===== config.mk =====
export PLATFORM = sky130hd
export DESIGN_NAME = phys_free_list_flat
export DESIGN_NICKNAME = d
export VERILOG_FILES = /design/src/rtl/phys_free_list_if.sv /design/src/rtl/phys_free_list.sv /design/src/flat_wrapper.sv
export SDC_FILE = /design/constraint.sdc
export NUM_CORES = 1
export LEC_CHECK = 0
export ABC_AREA = 0
export CELL_PAD_IN_SITES_DETAIL_PLACEMENT = 0
export CELL_PAD_IN_SITES_GLOBAL_PLACEMENT = 1
export CORE_MARGIN = 2
export CORE_UTILIZATION = 51
export DETAILED_ROUTE_END_ITERATION = 8
export PLACE_DENSITY = 0.78
export SETUP_SLACK_MARGIN = 0.1
export SLEW_MARGIN = 10
export SYNTH_ARGS = -nofsm -noshare
export SYNTH_HDL_FRONTEND = slang
export SYNTH_SLANG_ARGS = --single-unit

===== constraint.sdc =====
create_clock -name clk -period 8.25 [get_ports clk]
set_clock_uncertainty 0.1 [all_clocks]
set_input_delay 1.2375 -clock clk [delete_from_list [all_inputs] [get_ports clk]]
set_output_delay 1.2375 -clock clk [all_outputs]
set_load 0.01 [all_outputs]

===== src/rtl/phys_free_list_if.sv =====
// rtl/phys_free_list_if.sv - free-list port bundle: dispatch pop side and commit push lanes
interface phys_free_list_if #(
   parameter int SS         = 2,
   parameter int PR_ENTRIES = 64,
   parameter int ARCH_REGS  = 32
);
   localparam int IW    = $clog2(PR_ENTRIES);
   localparam int DEPTH = PR_ENTRIES - ARCH_REGS;
   localparam int CW    = $clog2(DEPTH + 1);

   logic                   pop;
   logic [SS-1:0][IW-1:0]  free_list_regs;
   logic                   fl_empty;
   logic [SS-1:0]          push_valid;
   logic [SS-1:0][IW-1:0]  push_reg;
   logic                   fl_full;
   logic [CW-1:0]          free_count;
   logic                   dup_err;

   modport master (
      output pop, push_valid, push_reg,
      input  free_list_regs, fl_empty, fl_full, free_count, dup_err
   );

   modport slave (
      input  pop, push_valid, push_reg,
      output free_list_regs, fl_empty, fl_full, free_count, dup_err
   );
endinterface


===== src/rtl/phys_free_list.sv =====
// rtl/phys_free_list.sv - circular FIFO of free physical register indices for rename
// Optional duplicate-free filtering enabled by FREE_LIST_DUP_CHECK_EN.
module phys_free_list #(
   parameter int SS         = 2,
   parameter int PR_ENTRIES = 64,
   parameter int ARCH_REGS  = 32
) (
   input logic               clk,
   input logic               rst,
   phys_free_list_if.slave   fl
);
   localparam int IW    = $clog2(PR_ENTRIES);
   localparam int DEPTH = PR_ENTRIES - ARCH_REGS;
   localparam int PW    = $clog2(DEPTH);
   localparam int CW    = $clog2(DEPTH + 1);

   logic [IW-1:0]          mem [DEPTH];
   logic [PW-1:0]          head;
   logic [PW-1:0]          tail;
   logic [CW-1:0]          count;

   logic                   pop_ok;
   logic [SS-1:0]          push_acc;
   logic [SS-1:0][PW-1:0]  push_idx;
   logic                   push_overflow;
   logic                   lane_dup;
   int                     npush;

`ifdef FREE_LIST_DUP_CHECK_EN
   logic [PR_ENTRIES-1:0]  in_list;
   logic [PR_ENTRIES-1:0]  seen;
   logic                   dup_hit;
   logic                   dup_q;
`endif

   function automatic logic [PW-1:0] wrap(input int v);
      return PW'(v % DEPTH);
   endfunction

   always_comb begin
      for (int k = 0; k < SS; k++)
         fl.free_list_regs[k] = mem[wrap(int'(head) + k)];
   end

   assign pop_ok        = fl.pop && (int'(count) >= SS);
   assign fl.fl_empty   = int'(count) < SS;
   assign fl.fl_full    = (count == CW'(DEPTH));
   assign fl.free_count = count;

   // Capacity uses the post-pop count: popped slots at head are free to be
   // overwritten at the edge because the read side is purely combinational.
   always_comb begin : push_sel
      int n;
      int avail;
      n             = 0;
      avail         = DEPTH - int'(count) + (pop_ok ? SS : 0);
      push_acc      = '0;
      push_idx      = '0;
      push_overflow = 1'b0;
      lane_dup      = 1'b0;
`ifdef FREE_LIST_DUP_CHECK_EN
      dup_hit = 1'b0;
      seen    = in_list;
      if (pop_ok)
         for (int k = 0; k < SS; k++) seen[fl.free_list_regs[k]] = 1'b0;
`endif
      for (int i = 0; i < SS; i++) begin
         push_idx[i] = wrap(int'(tail) + n);
         lane_dup    = 1'b0;
`ifdef FREE_LIST_DUP_CHECK_EN
         lane_dup = seen[fl.push_reg[i]];
`endif
         if (fl.push_valid[i] && fl.push_reg[i] != '0) begin
            if (lane_dup) begin
`ifdef FREE_LIST_DUP_CHECK_EN
               dup_hit = 1'b1;
`endif
            end else if (n >= avail) begin
               push_overflow = 1'b1;
            end else begin
               push_acc[i] = 1'b1;
               n           = n + 1;
`ifdef FREE_LIST_DUP_CHECK_EN
               seen[fl.push_reg[i]] = 1'b1;
`endif
            end
         end
      end
      npush = n;
   end

   always_ff @(posedge clk) begin
      if (rst) begin
         for (int i = 0; i < DEPTH; i++) mem[i] <= IW'(ARCH_REGS + i);
         head  <= '0;
         tail  <= '0;
         count <= CW'(DEPTH);
`ifdef FREE_LIST_DUP_CHECK_EN
         in_list <= {{DEPTH{1'b1}}, {ARCH_REGS{1'b0}}};
         dup_q   <= 1'b0;
`endif
      end else begin
         assert (!push_overflow) else $warning("push dropped: free list full");
         for (int i = 0; i < SS; i++)
            if (push_acc[i]) mem[push_idx[i]] <= fl.push_reg[i];
         if (pop_ok) head <= wrap(int'(head) + SS);
         tail  <= wrap(int'(tail) + npush);
         count <= CW'(int'(count) - (pop_ok ? SS : 0) + npush);
`ifdef FREE_LIST_DUP_CHECK_EN
         in_list <= seen;
         if (dup_hit) dup_q <= 1'b1;
`endif
      end
   end

`ifdef FREE_LIST_DUP_CHECK_EN
   assign fl.dup_err = dup_q;
`else
   assign fl.dup_err = 1'b0;
`endif
endmodule


===== src/flat_wrapper.sv =====
// flat-port wrapper written by rule: the top's interface ports become plain ports
module phys_free_list_flat 
#(
   parameter int SS         = 2,
   parameter int PR_ENTRIES = 64,
   parameter int ARCH_REGS  = 32
)
  (clk, rst, fl_pop, fl_push_valid, fl_push_reg, fl_free_list_regs, fl_fl_empty, fl_fl_full, fl_free_count, fl_dup_err);
  phys_free_list_if #(.SS(SS), .PR_ENTRIES(PR_ENTRIES), .ARCH_REGS(ARCH_REGS)) fl_i ();
  input logic clk;
  input logic rst;
  input wire logic [$bits(fl_i.pop)-1:0] fl_pop;
  input wire logic [$bits(fl_i.push_valid)-1:0] fl_push_valid;
  input wire logic [$bits(fl_i.push_reg)-1:0] fl_push_reg;
  output wire logic [$bits(fl_i.free_list_regs)-1:0] fl_free_list_regs;
  output wire logic [$bits(fl_i.fl_empty)-1:0] fl_fl_empty;
  output wire logic [$bits(fl_i.fl_full)-1:0] fl_fl_full;
  output wire logic [$bits(fl_i.free_count)-1:0] fl_free_count;
  output wire logic [$bits(fl_i.dup_err)-1:0] fl_dup_err;
  assign fl_i.pop = fl_pop;
  assign fl_i.push_valid = fl_push_valid;
  assign fl_i.push_reg = fl_push_reg;
  assign fl_free_list_regs = fl_i.free_list_regs;
  assign fl_fl_empty = fl_i.fl_empty;
  assign fl_fl_full = fl_i.fl_full;
  assign fl_free_count = fl_i.free_count;
  assign fl_dup_err = fl_i.dup_err;
  phys_free_list #(.SS(SS), .PR_ENTRIES(PR_ENTRIES), .ARCH_REGS(ARCH_REGS)) u_core (.clk(clk), .rst(rst), .fl(fl_i));
endmodule

==> impl_metrics.ini <==
[status]
status = completed

[grt]
grt-busiest-layer = met2
met1_usage_pct = 45.2
grt_pass1_wl_um = 68100
grt_use_total_pct = 32.4
grt_use_met3_pct = 9.31
antenna_found_initial = 1
grt.overflow.total = 0
grt_pass1_vias = 10400
grt_max_degree = 79
grtUsageMet2_pct = 49.2

[layout]
syn_to_final_growth_pct = 10.6
design_area_um2 = 15200
final_cell_mix = 192 x edfxtp_1, 99 x nor3_1, 95 x mux2_2
nNetsFinal = 1206
nFillCells = 2157
instances_no_fill = 1522
final_common_cell = edfxtp_1
layout-drive-gt1-share_pct = 23.2
antenna_cells = 0

[critical_path]
r2r_start = u_core.fl.free_count[3]
slowest_delay_ns = 0.46
cp-end-kind = flop
worst-endpoint-arrival_ns = 7.84
cp-start-kind = primary input
required_ns = 8.60
r2r-end = u_core.fl.free_count[5]
slowest_stage = clkdlybuf4s50_1
reg2reg_setup_slack_ns = 0.80
crit_path_start = fl_pop
crit_path_end = u_core.fl.free_count[5]
crit_type = in -> reg
crit_fanout = 18
reg2reg_depth = 35

[cts]
path_clk_slew_ns = 0.06
cts.path.max_buffers = 3
cts_inserted_buffers = 25
hold_buffers = 0
post_cts_buffers = 0
cts_tree = yes
cts.sinks = 211
cts_max_level = 1
cts_root_buffer = clkbuf_16
clk-insertion-delay-late_ns = 0.54
cts_resized = 0

[detailed_routing]
drc = 0
drt_wl_total_um = 45600
drt-vias-per-instance = 7.16
via_count = 10900
post_drt_wl_per_cell_um = 29.9
ant_nets = 0
dr.pass1.iters = 7
drtIter0Drc = 1628

[floorplan]
row_count = 60
fp.dieH_um = 168
die-width_um = 168
ios = 38
initial_core_util_pct = 51.4
core_um2 = 26700
die_area_um2 = 28200

[synthesis]
ys_async_sr_fraction_pct = 0
synth_edf_count = 192
netlist_area_um2 = 13700
syn_nets = 1224
synth_ff_type = edfxtp_1
ys_seq_elements = 211
ys_seq_area_share_pct = 44.8
yosys_warnings = 0
syn_inst = 1180
yosys.cell_types.count = 71
avgSynthCellArea_um2 = 11.6

[sta]
fin_crit_ns = 7.50
worstMarginPinSlew_ns = 1.16
final-setup-viol-count = 0
period_share_pct = 90.9
slew_viol_final = 0
finalSetupTns_ns = 0
rsz0062_at_grt = false
fmax_ghz = 0.133
hold_viol = 0
max_slew_margin_pct = 23.0

[power_and_ir_drop]
p_switching_uw = 1330
seq_power_share_pct = 35.5
powerDensity_nw_per_um2 = 241
peakVddDrop_mv = 0.259
p_int_uw = 2330
p_leak_uw = 0.00456
sw_frac_of_total_pct = 36.3
p_total_uw = 3650
clkPwrFrac_pct = 30.1
combPwrFrac_pct = 34.4

[place]
gp_congestion = 0.911
post-place-cells = 1476
io_buffers = 36
hpwlAfterDp_um = 29600
dpl_cell_area_um2 = 14300

[hold_path]
min_path_type = reg -> reg

[job]
drv_cap = 0
[power by group through the flow]
stage / Sequential [µW] / Clock [µW] / Combinational, µW
3_5_place_dp: 1320 / 0 / 1230
3_3_place_gp: 1320 / 0 / 1230
6_report: 1300 / 1100 / 1260
5_1_grt: 1300 / 1150 / 1350
2_1_floorplan: 1280 / 0 / 824
4_1_cts: 1300 / 1100 / 1230
[cell usage after synthesis, types with 26 or more instances]
library cell | instances | area [µm²]
nand2_1 | 60 | 225
nor2_1 | 45 | 169
mux2i_1 | 55 | 551
nand3_1 | 76 | 380
mux2_2 | 95 | 1070
clkbuf_1 | 92 | 345
nor3_1 | 99 | 495
mux4_2 | 60 | 1350
or4_1 | 51 | 383
ha_1 | 26 | 325
edfxtp_1 | 192 | 5770
[metrics by stage]
stage / hold slack (ns) / util [%] / setup WS, ns
4_1_cts: 0.640 / 56.8 / 0.737
6_report: 0.663 / 56.9 / 0.754
3_5_place_dp: 0.630 / 53.8 / 0.235
5_1_grt: 0.681 / 56.9 / 0.123
2_1_floorplan: 0.491 / - / 0.697
3_3_place_gp: 0.614 / 53.8 / 0.336
[worst min path at each step]
stage | from | to | slack, ns | cells after the start
floorplan | u_core.head[2] | flop | 0.49 | 3
global placement | u_core.tail[4] | u_core.tail[4] | 0.61 | 2
detailed placement | u_core.tail[2] | u_core.tail[2] | 0.63 | 2
CTS | u_core.tail[4] | u_core.tail[4] | 0.64 | 2
global route | u_core.tail[4] | u_core.tail[4] | 0.68 | 2
finish | u_core.tail[4] | u_core.tail[4] | 0.66 | 2
[sequential cells by signal, indices dropped and copies added, names as in the netlist, named ones only]
signal	cells
u_core.fl.free_count	6
u_core.head	4
u_core.mem	192
u_core.tail	5
[cell families (layout without fill, tap and decap cells)]
family	count (synthesis)	count (layout)	synth area share [%]
AOI/OAI and AO/OA	116	116	6.86
xor gates and xnor gates	15	15	0.958
adders and majority gates	27	27	2.52
buffers and inverters	145	146	4.24
DFF	211	211	44.8
muxes	211	211	21.8
other	1	1	0.0274
and+or+nand+nor	454	454	18.8
[metal layers]
layer	vias to the layer above	wire, µm
met1	5321	17500
li1	4639	-
met5	-	13
met3	112	6070
met2	816	20400
met4	2	1500
[worst max-delay path: cells and delay by family]
family / cells / cell delay [ns]
adder cells (fa/ha/maj): 6 / 1.55
XOR/XNOR: 1 / 0.25
AND/OR/NAND/NOR: 16 / 2.74
AO/OA/AOI/OAI: 7 / 1.22
buffers and inverters: 3 / 0.86
[area by class of cell]
type / count / area, µm² / area share (%)
repair buffers: 78 / 671 / 4.43
flip-flops and latches: 211 / 6150 / 40.6
clock buffers: 29 / 641 / 4.23
clock inverters: 17 / 161 / 1.07
well taps: 341 / 427 / 2.82
multi-input cells: 824 / 7020 / 46.3
inverters: 22 / 82.6 / 0.545
Power figures use the tool's default switching activity.
==> RTL edit, RTL diff (config.mk and constraints unchanged) <==
`SS` is set to 2 in 3 places; all go to 1.
--- a/src/rtl/phys_free_list_if.sv
+++ b/src/rtl/phys_free_list_if.sv
@@ -1,6 +1,6 @@
 // rtl/phys_free_list_if.sv - free-list port bundle: dispatch pop side and commit push lanes
 interface phys_free_list_if #(
-   parameter int SS         = 2,
+   parameter int SS         = 1,
    parameter int PR_ENTRIES = 64,
    parameter int ARCH_REGS  = 32
 );
--- a/src/rtl/phys_free_list.sv
+++ b/src/rtl/phys_free_list.sv
@@ -1,7 +1,7 @@
 // rtl/phys_free_list.sv - circular FIFO of free physical register indices for rename
 // Optional duplicate-free filtering enabled by FREE_LIST_DUP_CHECK_EN.
 module phys_free_list #(
-   parameter int SS         = 2,
+   parameter int SS         = 1,
    parameter int PR_ENTRIES = 64,
    parameter int ARCH_REGS  = 32
 ) (
--- a/src/flat_wrapper.sv
+++ b/src/flat_wrapper.sv
@@ -1,7 +1,7 @@
 // flat-port wrapper written by rule: the top's interface ports become plain ports
 module phys_free_list_flat 
 #(
-   parameter int SS         = 2,
+   parameter int SS         = 1,
    parameter int PR_ENTRIES = 64,
    parameter int ARCH_REGS  = 32
 )
Ports: changed (resized fl_free_list_regs, fl_push_reg and fl_push_valid); port bits go from 38 to 25. The function was not compared with the original's and may differ.
==> RTL edit against the original RTL <==
- highest routed layer is now met4
- routed wire length is 26% lower
- area after synthesis is 18% lower
- worst setup slack better by 1.2 ns
- total power is 11% lower
- final area is 19% lower
- utilization is 0.52 points lower
- sequential cell count is 2 higher
- register-to-register slack better by 1.2 ns
- hold slack worse by 0.23 ns
==> RTL edit: results (changes against the original RTL) <==
[route]
highest_layer = met4  ; was met5
initialDrtViolationCount = 1514  ; was 1628
firstDrtPassIters = 8  ; was 7
wirelength_met1_microns = 12510  ; was 17540 microns
wl_microns = 33590  ; was 45560 microns
wl_met3_microns = 4842  ; was 6074 microns
wl_met2_microns = 15140  ; was 20440 microns
vias = 8221  ; was 10890

[placement]
place_hpwl_microns = 21430  ; was 29590 microns
gp_congestion = 0.9391  ; was 0.9106
port_buffers = 23  ; was 36

[synthesis]
synth-xor-area-share_pct = 1.093  ; was 0.9585%
synth_commonest_cells = edfxtp_1, nor4_1, nand4_1, nand3_1, nor2_1  ; was edfxtp_1, nor3_1, mux2_2, clkbuf_1, nand3_1
synth_cell_types = 51  ; was 71
synth_fa_ha_area_share_pct = 3.302  ; was 2.519%
yosysSeqAreaShare_pct = 55.15  ; was 44.84%
synth.mux.area_fraction_pct = 12.84  ; was 21.76%
synth_compound_area_share_pct = 3.491  ; was 6.855%
synth_nets = 939  ; was 1224

[power_and_ir_drop]
peakVddDrop_uv = 228.7  ; was 259.0 uV

[clock_network]
clock_latency_ns = 0.51  ; was 0.54 ns
cts-buffers-inserted = 23  ; was 25

[global_route]
grt_pass1_wl_microns = 50250  ; was 68070 microns
grt_max_degree = 113  ; was 79
antenna_found_initial = 0  ; was 1
grt-ovfl-total = 0  ; unchanged

[finish]
drive_above_1_share_pct = 14.63  ; was 23.20%
n_fill_cell = 1712  ; was 2157

[setup_path]
cp.arrival_ns = 6.35  ; was 7.84 ns
reg2regPathDepth = 17  ; was 35
cp_slowest_cell = buf_4  ; was clkdlybuf4s50_1
crit_fanout = 67  ; was 18
crit_end = u_core.mem[17][1]  ; was u_core.fl.free_count[5]
reg2reg_slack_ns = 1.98  ; was 0.80 ns

[run_status]
status = completed  ; unchanged

[hold_path]
hp-start = u_core.head[4]  ; was u_core.tail[4]

[timing]
worst_pin_slew_ns = 1.339  ; was 1.155 ns

[RTL edit: how the worst min path moves through the flow]
stage / endpoint / cells after the start
final: u_core.head[4] / 2
after global routing: flop / 2
after CTS: u_core.head[4] / 2
after detailed placement: u_core.head[4] / 2
after global placement: u_core.head[4] / 2
after floorplan: flop / 2
[RTL edit: through the flow]
| stage | cells | area (sq um) | worst slack (ns) |
|---|---|---|---|
| after CTS | 1155 | 12210 | 2.037 |
| after global routing | 1155 | 12220 | 1.624 |
| after floorplan | 900 | 11220 | 2.631 |
| after global placement | 1114 | 11510 | 1.729 |
| after detailed placement | 1114 | 11510 | 1.543 |
| final | 1155 | 12220 | 1.976 |
[RTL edit: cell families (layout without fill, tap and decap cells)]
family / count (synthesis) / after routing
xor gates and xnor gates: 14 / 14
other: 1 / 1
adders and majority gates: 29 / 29
buffers and inverters: 110 / 85
muxes: 68 / 68
AOI/OAI and AO/OA: 51 / 51
DFF: 213 / 213
and+or+nand+nor: 414 / 414
[RTL edit: layout make-up]
type	count	area (sq um)	area share, %
clock inverters	10	55.05	0.4506
repair buffers	33	300.3	2.458
well taps	280	350.3	2.867
clock buffers	31	646.9	5.294
multi-input cells	577	4631	37.90
inverters	11	41.29	0.3379
flip-flops and latches	213	6193	50.69
[RTL edit: metal layers]
metal  up-vias  track usage (%)
li1       3488                -
met1      4019            41.77
met2       637            42.19
met3        77            8.362
met4         0            9.657
met5         -                0
[RTL edit: power by group through the flow]
stage               sequential (W)  clock, W  combinational [W]
finish                     0.00134  0.000964           0.000933
global placement           0.00136         0           0.000903
CTS                        0.00134  0.000974           0.000917
global route               0.00136   0.00102            0.00100
detailed placement         0.00137         0           0.000913
floorplan                  0.00128         0           0.000692
